<file path="src/rtl/gen_sequencer_pkg.sv">
// Shared types for the generation sequencer: default widths, data types and FSM states.
package gen_sequencer_pkg;

  localparam int SPEED_W_DEF    = 4;
  localparam int GEN_W_DEF      = 16;
  localparam int WDT_CYCLES_DEF = 2 ** 20;

  typedef logic [SPEED_W_DEF-1:0] speed_t;
  typedef logic [GEN_W_DEF-1:0]   gen_t;

  typedef enum logic [2:0] {
    IDLE,
    START,
    COMPUTE,
    PEND_SWAP,
    SWAP
  } seq_state_t;

endpackage

</file>
<file path="src/rtl/gen_sequencer_edge_detect.sv">
// Registered single-cycle edge pulse; FALLING selects falling (1) or rising (0) edge.
module gen_sequencer_edge_detect #(
  parameter bit FALLING = 1'b1
) (
  input  logic clk_in,
  input  logic rst_in,
  input  logic sig_in,
  output logic pulse_out
);

  logic prev_q, prev_d;
  logic pulse_q, pulse_d;

  always_comb begin
    prev_d  = sig_in;
    pulse_d = FALLING ? (prev_q & ~sig_in) : (~prev_q & sig_in);
  end

  // Previous sample starts at the idle level so reset release never looks like an edge.
  // NOTE: sequential state uses non-blocking assignments so every flop samples pre-edge values.
  always_ff @(posedge clk_in or negedge rst_in) begin
    if (!rst_in) begin
      prev_q  <= FALLING;
      pulse_q <= 1'b0;
    end else begin
      prev_q  <= prev_d;
      pulse_q <= pulse_d;
    end
  end

  assign pulse_out = pulse_q;

endmodule

</file>
<file path="src/rtl/gen_sequencer.sv">
// Paces life_logic generations by frame count and flips the front buffer only on a clean vsync.
// Optional compute watchdog enabled by defining GEN_SEQ_WATCHDOG_EN.
module gen_sequencer
  import gen_sequencer_pkg::*;
#(
  parameter int SPEED_W    = SPEED_W_DEF,
  parameter int GEN_W      = GEN_W_DEF,
  parameter int WDT_CYCLES = WDT_CYCLES_DEF
) (
  input  logic               clk_in,
  input  logic               rst_in,
  input  logic               vsync_in,
  input  logic [SPEED_W-1:0] speed_in,
  input  logic               step_in,
  input  logic               logic_done_in,
  input  logic               render_done_in,
  output logic               logic_start_out,
  output logic               buf_swap_out,
  output logic               db_ready_out,
  output logic               busy_out,
  output logic [GEN_W-1:0]   gen_count_out,
  output logic               timeout_out
);

  localparam logic [SPEED_W:0] PERIOD_FULL = (SPEED_W+1)'(2 ** SPEED_W);

  seq_state_t         state_q, state_d;
  logic [SPEED_W-1:0] frame_cnt_q, frame_cnt_d;
  logic               buf_swap_q, buf_swap_d;
  logic [GEN_W-1:0]   gen_q, gen_d;
  logic               frame_tick;
  logic               wdt_expired;
  logic [SPEED_W:0]   period;
  logic [SPEED_W:0]   frame_inc;

  gen_sequencer_edge_detect #(.FALLING(1'b1)) u_vsync_edge (
    .clk_in    (clk_in),
    .rst_in    (rst_in),
    .sig_in    (vsync_in),
    .pulse_out (frame_tick)
  );

  assign period    = PERIOD_FULL - {1'b0, speed_in};
  assign frame_inc = {1'b0, frame_cnt_q} + (SPEED_W+1)'(1);

`ifdef GEN_SEQ_WATCHDOG_EN
  localparam int WDT_W = $clog2(WDT_CYCLES + 1);

  logic [WDT_W-1:0] wdt_q, wdt_d;
  logic             timeout_q, timeout_d;

  always_comb begin
    wdt_d     = '0;
    timeout_d = timeout_q | wdt_expired;
    if (state_q == COMPUTE) wdt_d = wdt_q + WDT_W'(1);
  end

  assign wdt_expired = (state_q == COMPUTE) && !logic_done_in &&
                       (wdt_q == WDT_W'(WDT_CYCLES - 1));

  always_ff @(posedge clk_in or negedge rst_in) begin
    if (!rst_in) begin
      wdt_q     <= '0;
      timeout_q <= 1'b0;
    end else begin
      wdt_q     <= wdt_d;
      timeout_q <= timeout_d;
    end
  end

  assign timeout_out = timeout_q;
`else
  wire unused_wdt = (WDT_CYCLES != 0);

  assign wdt_expired = 1'b0;
  assign timeout_out = 1'b0;
`endif

  // NOTE: every always_comb output gets a default first, so no path can infer a latch.
  always_comb begin
    state_d     = state_q;
    frame_cnt_d = frame_cnt_q;
    buf_swap_d  = buf_swap_q;
    gen_d       = gen_q;
    case (state_q)
      IDLE: begin
        if (speed_in == '0) begin
          if (step_in) state_d = START;
        end else if (frame_tick) begin
          // >= so a period lowered mid-count fires on the very next tick.
          if (frame_inc >= period) begin
            frame_cnt_d = '0;
            state_d     = START;
          end else begin
            frame_cnt_d = frame_inc[SPEED_W-1:0];
          end
        end
      end
      // done during START belongs to the previous generation and is ignored.
      START:   state_d = COMPUTE;
      COMPUTE: begin
        if (logic_done_in)    state_d = PEND_SWAP;
        else if (wdt_expired) state_d = IDLE;
      end
      PEND_SWAP: begin
        if (frame_tick && render_done_in) state_d = SWAP;
      end
      SWAP: begin
        buf_swap_d  = ~buf_swap_q;
        gen_d       = gen_q + GEN_W'(1);
        frame_cnt_d = '0;
        state_d     = IDLE;
      end
      default: state_d = IDLE;
    endcase
  end

  always_ff @(posedge clk_in or negedge rst_in) begin
    if (!rst_in) begin
      state_q     <= IDLE;
      frame_cnt_q <= '0;
      buf_swap_q  <= 1'b0;
      gen_q       <= '0;
    end else begin
      state_q     <= state_d;
      frame_cnt_q <= frame_cnt_d;
      buf_swap_q  <= buf_swap_d;
      gen_q       <= gen_d;
    end
  end

  assign logic_start_out = (state_q == START);
  assign busy_out        = (state_q != IDLE);
  assign db_ready_out    = (state_q == PEND_SWAP) || (state_q == SWAP);
  assign buf_swap_out    = buf_swap_q;
  assign gen_count_out   = gen_q;

endmodule

</file>
<file path="config.mk">
export PLATFORM = sky130hd
export DESIGN_NAME = gen_sequencer
export DESIGN_NICKNAME = d
export VERILOG_FILES = /design/src/rtl/gen_sequencer_pkg.sv /design/src/rtl/gen_sequencer_edge_detect.sv /design/src/rtl/gen_sequencer.sv
export SDC_FILE = /design/constraint.sdc
export NUM_CORES = 1
export LEC_CHECK = 0
export BUFFER_PORTS_ARGS = -buffer_cell sky130_fd_sc_hd__buf_2
export CAP_MARGIN = 20
export CORE_MARGIN = 2
export CORE_UTILIZATION = 40
export DETAILED_ROUTE_END_ITERATION = 12
export GPL_TIMING_DRIVEN = 0
export PLACE_DENSITY = 0.63
export RECOVER_POWER = 100
export SYNTH_ARGS = -nofsm -noshare
export SYNTH_HDL_FRONTEND = slang
export SYNTH_SLANG_ARGS = --single-unit
</file>
<file path="constraint.sdc">
create_clock -name clk_in -period 2 [get_ports clk_in]
set_input_delay 0 -clock clk_in [delete_from_list [all_inputs] [get_ports clk_in]]
set_output_delay 0 -clock clk_in [all_outputs]
set_load 0.02 [all_outputs]
</file>
### After elaboration in Yosys (flattened, before gate mapping)

Index checks and enable logic that the tools add are counted.

* register bits after elaboration: 26
* input bits: 10
* output and inout bits: 21

* add/subtract/negate cells: 3
* magnitude comparators: 1
* eq/ne operators: 11
* multiplexer cells: 11
* bitwise logic cells: 3
* reduce and logical (&&, ||, !) cells: 8

Operator list (count)
* $mux 3: 6
* $add 16x1->16 const B: 1
* $mux 4: 3
* $pmux 3 s4: 1
* $pmux 4 s2: 1
* $eq 3x2->1 const B: 2
* $ne 2x2->1 const B: 3
* $ne 3x3->1 const B: 2
* $add 4x1->5 const B: 1
* $ge 5x5->1: 1
* $reduce_and 5->1: 1
* $sub 5x4->5 const A: 1
* $logic_not 4->1: 1
* $eq 3x1->1 const B: 1
* $eq 3x3->1 const B: 1
* $logic_not 3->1: 1
* $ne 3x2->1 const B: 1
* $reduce_and 3->1: 1
* $reduce_bool 3->1: 1
* $ne 2x1->1 const B: 1
* $not 1->1: 2
* $reduce_bool 2->1: 1
* $and 1x1->1: 1
* $logic_and 1x1->1: 1
* $logic_or 1x1->1: 1

### Logic depth before layout (Yosys ltp)

* depth after elaboration: 6
* depth in mapped cells: 10
* gate-level depth less buffers: 9

### By module

A second synthesis with hierarchy kept.

* cell total of the unflattened synthesis: 129
* area, all modules: 1462.7 µm²

Modules (own cells, without submodules)
* gen_sequencer: times used 1, cells an instance 126, area an instance 1397.6 µm², sequential area each 600.6 µm²
* gen_sequencer_edge_detect: times used 1, cells an instance 3, area an instance 65.1 µm², sequential area each 51.3 µm²

### Worst setup path after synthesis

No wires, ideal clock.

* kind: register to register
* start: register frame_cnt_q[0]
* end: register frame_cnt_q[1]
* setup time: 0.076 ns
* data arrival time: 1.842 ns
* setup slack: 0.081 ns
* cell stages (with the launch flop): 9
* buffers on the path: 0
* period minus slack after synthesis: 1.919 ns
* path through: dfrtp_1 -> ha_1 -> xor2_1 -> ha_1 -> a21oi_1 -> o21ai_0 -> o41ai_2 -> nand2_1 -> o21ai_1

* word-level cells in the longest chain between the ends: 6

RTL lines
* from (decl): line gen_sequencer.sv:28 `logic [SPEED_W-1:0] frame_cnt_q, frame_cnt_d;`
* from (signal assigned): line gen_sequencer.sv:126 `frame_cnt_q <= frame_cnt_d;`
* $add 4x1->5 (*): line gen_sequencer.sv:44 `assign frame_inc = {1'b0, frame_cnt_q} + (SPEED_W+1)'(1);`
* $ge 5x5->1: line gen_sequencer.sv:91 `if (frame_inc >= period) begin`
* $mux 4 (*): line gen_sequencer.sv:91
* $mux 4 (*): line gen_sequencer.sv:89 `end else if (frame_tick) begin`
* $mux 4 (*): line gen_sequencer.sv:87 `if (speed_in == '0) begin`
* $pmux 4 s2 (*): line gen_sequencer.sv:85 `case (state_q)`

Every way passes the cells marked *; elsewhere a longest branch is shown, timed or not. The select of a mux whose other input is x is not followed.
A chain may end at the register's enable or synchronous reset.

### Final worst setup path

* start: register frame_cnt_q[0]
* end: register frame_cnt_q[3]

Same word-level chain as after synthesis.

==> results_dict.tcl <==
set metrics [dict create \
    vias 1090 \
    worstPathRequired_ns 2.25 \
    cts.sinks 26 \
    path_max_fanout 4 \
    num-fill-cells 343 \
    outcome "finished clean" \
    area_growth_pct 18.2 \
    ys_types 40 \
    synth_seq_cells 26 \
    synth_cells 136 \
    syn_area_um2 1420 \
    fin_worst_skew_ns 0.0135 \
    routed_wl_um 2630 \
    hold_violations 0 \
    finalInstanceArea_um2 1680 \
    cts_tree "built" \
    clockBufferDepth 2 \
    grt_pass1_vias 1025 \
    synthTopCellsByArea "dfrtp_1 (44%), xnor2_1 (8.0%), ha_1 (7.0%)" \
    fin_crit_sh_pct 96.9 \
    first_iter_violations 42 \
    critPathKind "reg2reg" \
    clockRootBuffer "clkbuf_4" \
    cts.clk_slew.worst_paths_ns 0.14 \
    ant_nets 0 \
    synth_edf_count 0 \
    overflow 0 \
    syn_nets 154 \
    firstDrtPassIters 4 \
    avgViaCountPerCell 4.89 \
    hpwl_um 1980 \
    yosysSeqAreaShare_pct 45.8 \
    wl_per_cell_um 11.8 \
    finalMaxSlewViolations 0 \
    clock_latency_ns 0.31 \
    diodes 0 \
    synth_area_leader_cell "dfrtp_1" \
    die_h_um 63.6 \
    grt_max_degree 27 \
    cp.arrival_ns 2.19 \
    drive_gt1_share_pct 16.4 \
    ys.flop_type "dfrtp_1" \
    fin_crit_ns 1.94 \
    start_util_pct 42.3 \
    die_area_um2 4050 \
    antenna_found_initial 0 \
    die_x_um 63.6 \
    tightest_slew_ns 1.38 \
    final_cell_mix "clkbuf_1 (25), dfrtp_1 (25), nand2_1 (19)" \
    dp_cells 211 \
    cp_slowest_cell "dfrtp_1" \
    rsz0062_at_grt "true" \
    numCtsBuffers 3 \
    crit_chain "ha_2 -> xor2_1 -> ha_1 -> a21oi_2 -> o21ai_2 -> o41ai_2 -> buf_4 -> nand2_2 -> o21ai_1" \
    num_rows 21 \
    timing.slew.headroom_pct 8.21 \
    final_nets 196 \
    finalWeightedCongestion 0.770 \
    port_buffers 29 \
    synth_warnings 0 \
    fmax_mhz 516 \
    end_kind "register" \
    peakVddDrop_mv 0.350 \
    cellPowerDensity_nw_per_um2 855 \
    setup_viol 0 \
    drc 0 \
    synth_top_area_share_pct 44.0 \
    finalNonFillerCells 223 \
    grt_use_total_pct 13.9 \
    num_io_pins 31 \
    syn_area_per_cell_um2 10.5 \
    cpPeakStageDelay_ns 0.42 \
    core_region_area_um2 3360 \
    min_path_type "in2reg" \
    async_reset_ff_share_pct 100 \
    critPathLaunchType "register" \
    p_leak_nw 0.781 \
    placed_area_um2 1630 \
    h-tree-depth 1 \
    grt_pass1_wl_um 4510 \
    cap_violations 0 \
]
final cells by class:
class	count	area, µm²	share of cell area, %
plain buffers	4	20.0	1.19
clock buffers	4	26.3	1.56
inverters	4	15.0	0.893
multi-input cells	102	726	43.2
flip-flops and latches	26	652	38.8
well taps	46	57.6	3.42
repair buffers	37	185	11.0
worst paths after layout:
check	start	end	slack [ns]	depth (start not counted)
max in group asynchronous	rst_in	gen_count_out[11]	0.68	2
hold / removal	logic_done_in	state_q[0]	0.04	4
hold reg to reg	buf_swap_out	buf_swap_out	0.48	1
setup / recovery	frame_cnt_q[0]	frame_cnt_q[3]	0.06	9
min in group asynchronous	rst_in	gen_count_out[10]	0.51	2
setup reg to reg	frame_cnt_q[0]	frame_cnt_q[3]	0.06	9
registers in the layout, summed over array words and instances, names as in the netlist:
| register | flops |
|---|---|
| gen_count_out | 16 |
| u_vsync_edge.prev_q | 1 |
| frame_cnt_q | 4 |
| buf_swap_out | 1 |
| u_vsync_edge.pulse_out | 1 |
| state_q | 3 |
cell usage after synthesis, types with 2 or more instances:
master / number
nor2_2: 2
xnor2_1: 13
inv_1: 4
nand4_1: 3
o21ai_1: 5
dfrtp_1: 25
and3_1: 2
nand3_1: 5
or3b_1: 2
nor3_1: 3
nor3b_1: 2
xor2_1: 7
ha_1: 8
nand2_1: 20
nor2b_1: 3
a21oi_1: 2
nor2_1: 7
metal layers:
metal / vias up / part of all wire [%] / track usage [%]
li1: 545 / - / -
met1: 521 / 45 / 17.3
met5: - / 0 / 0
met4: 0 / 0.72 / 4.08
met2: 22 / 49 / 24.5
met3: 2 / 4.8 / 2.50
power by group:
| part | leakage [nW] | internal (mW) | switching [mW] |
|---|---|---|---|
| Sequential | 0.344 | 0.590 | 0.0649 |
| Combinational | 0.422 | 0.249 | 0.309 |
| Clock | 0.0150 | 0.0777 | 0.147 |
| Total | 0.781 | 0.917 | 0.520 |
critical path, delay by kind of cell (launching register included):
family          cells  cell delay (ns)
buf+inv             1             0.18
xor+xnor            1             0.16
compound gates      4             0.55
simple gates        1             0.05
fa+ha+maj           2             0.53
flops               1             0.42
timing repair:
item / CTS / global route
pin swaps: 5 / 5
hold buffers: 3 / 0
setup endpoints to repair: 4 / 4
setup buffers: 5 / 0
resized for setup: 2 / 4
hold endpoints to repair: 29 / 0
stage by stage:
step	hold WS [ns]	worst slack (ns)	util (%)	power (mW)	TNS [ns]
4_1_cts	0.0404	-0.0289	51.2	1.47	-0.0553
6_report	0.0440	0.0623	50.0	1.44	0
3_5_place_dp	0.0338	-0.186	48.3	1.17	-0.641
3_3_place_gp	0.0271	-0.122	48.3	1.15	-0.381
5_1_grt	0.0382	-0.0585	50.0	1.56	-0.116
2_1_floorplan	-0.296	0.0812	-	1.03	0
logic make-up after synthesis:
| group | after synthesis | share of synthesized area [%] |
|---|---|---|
| mux | 2 | 1.50 |
| other cells | 1 | 0.264 |
| compound gates | 12 | 6.60 |
| flops | 26 | 45.8 |
| simple gates | 59 | 23.5 |
| buf+inv | 8 | 2.99 |
| fa+ha+maj | 8 | 7.04 |
| xor+xnor | 20 | 12.3 |
(Power assumes the default switching activity.)
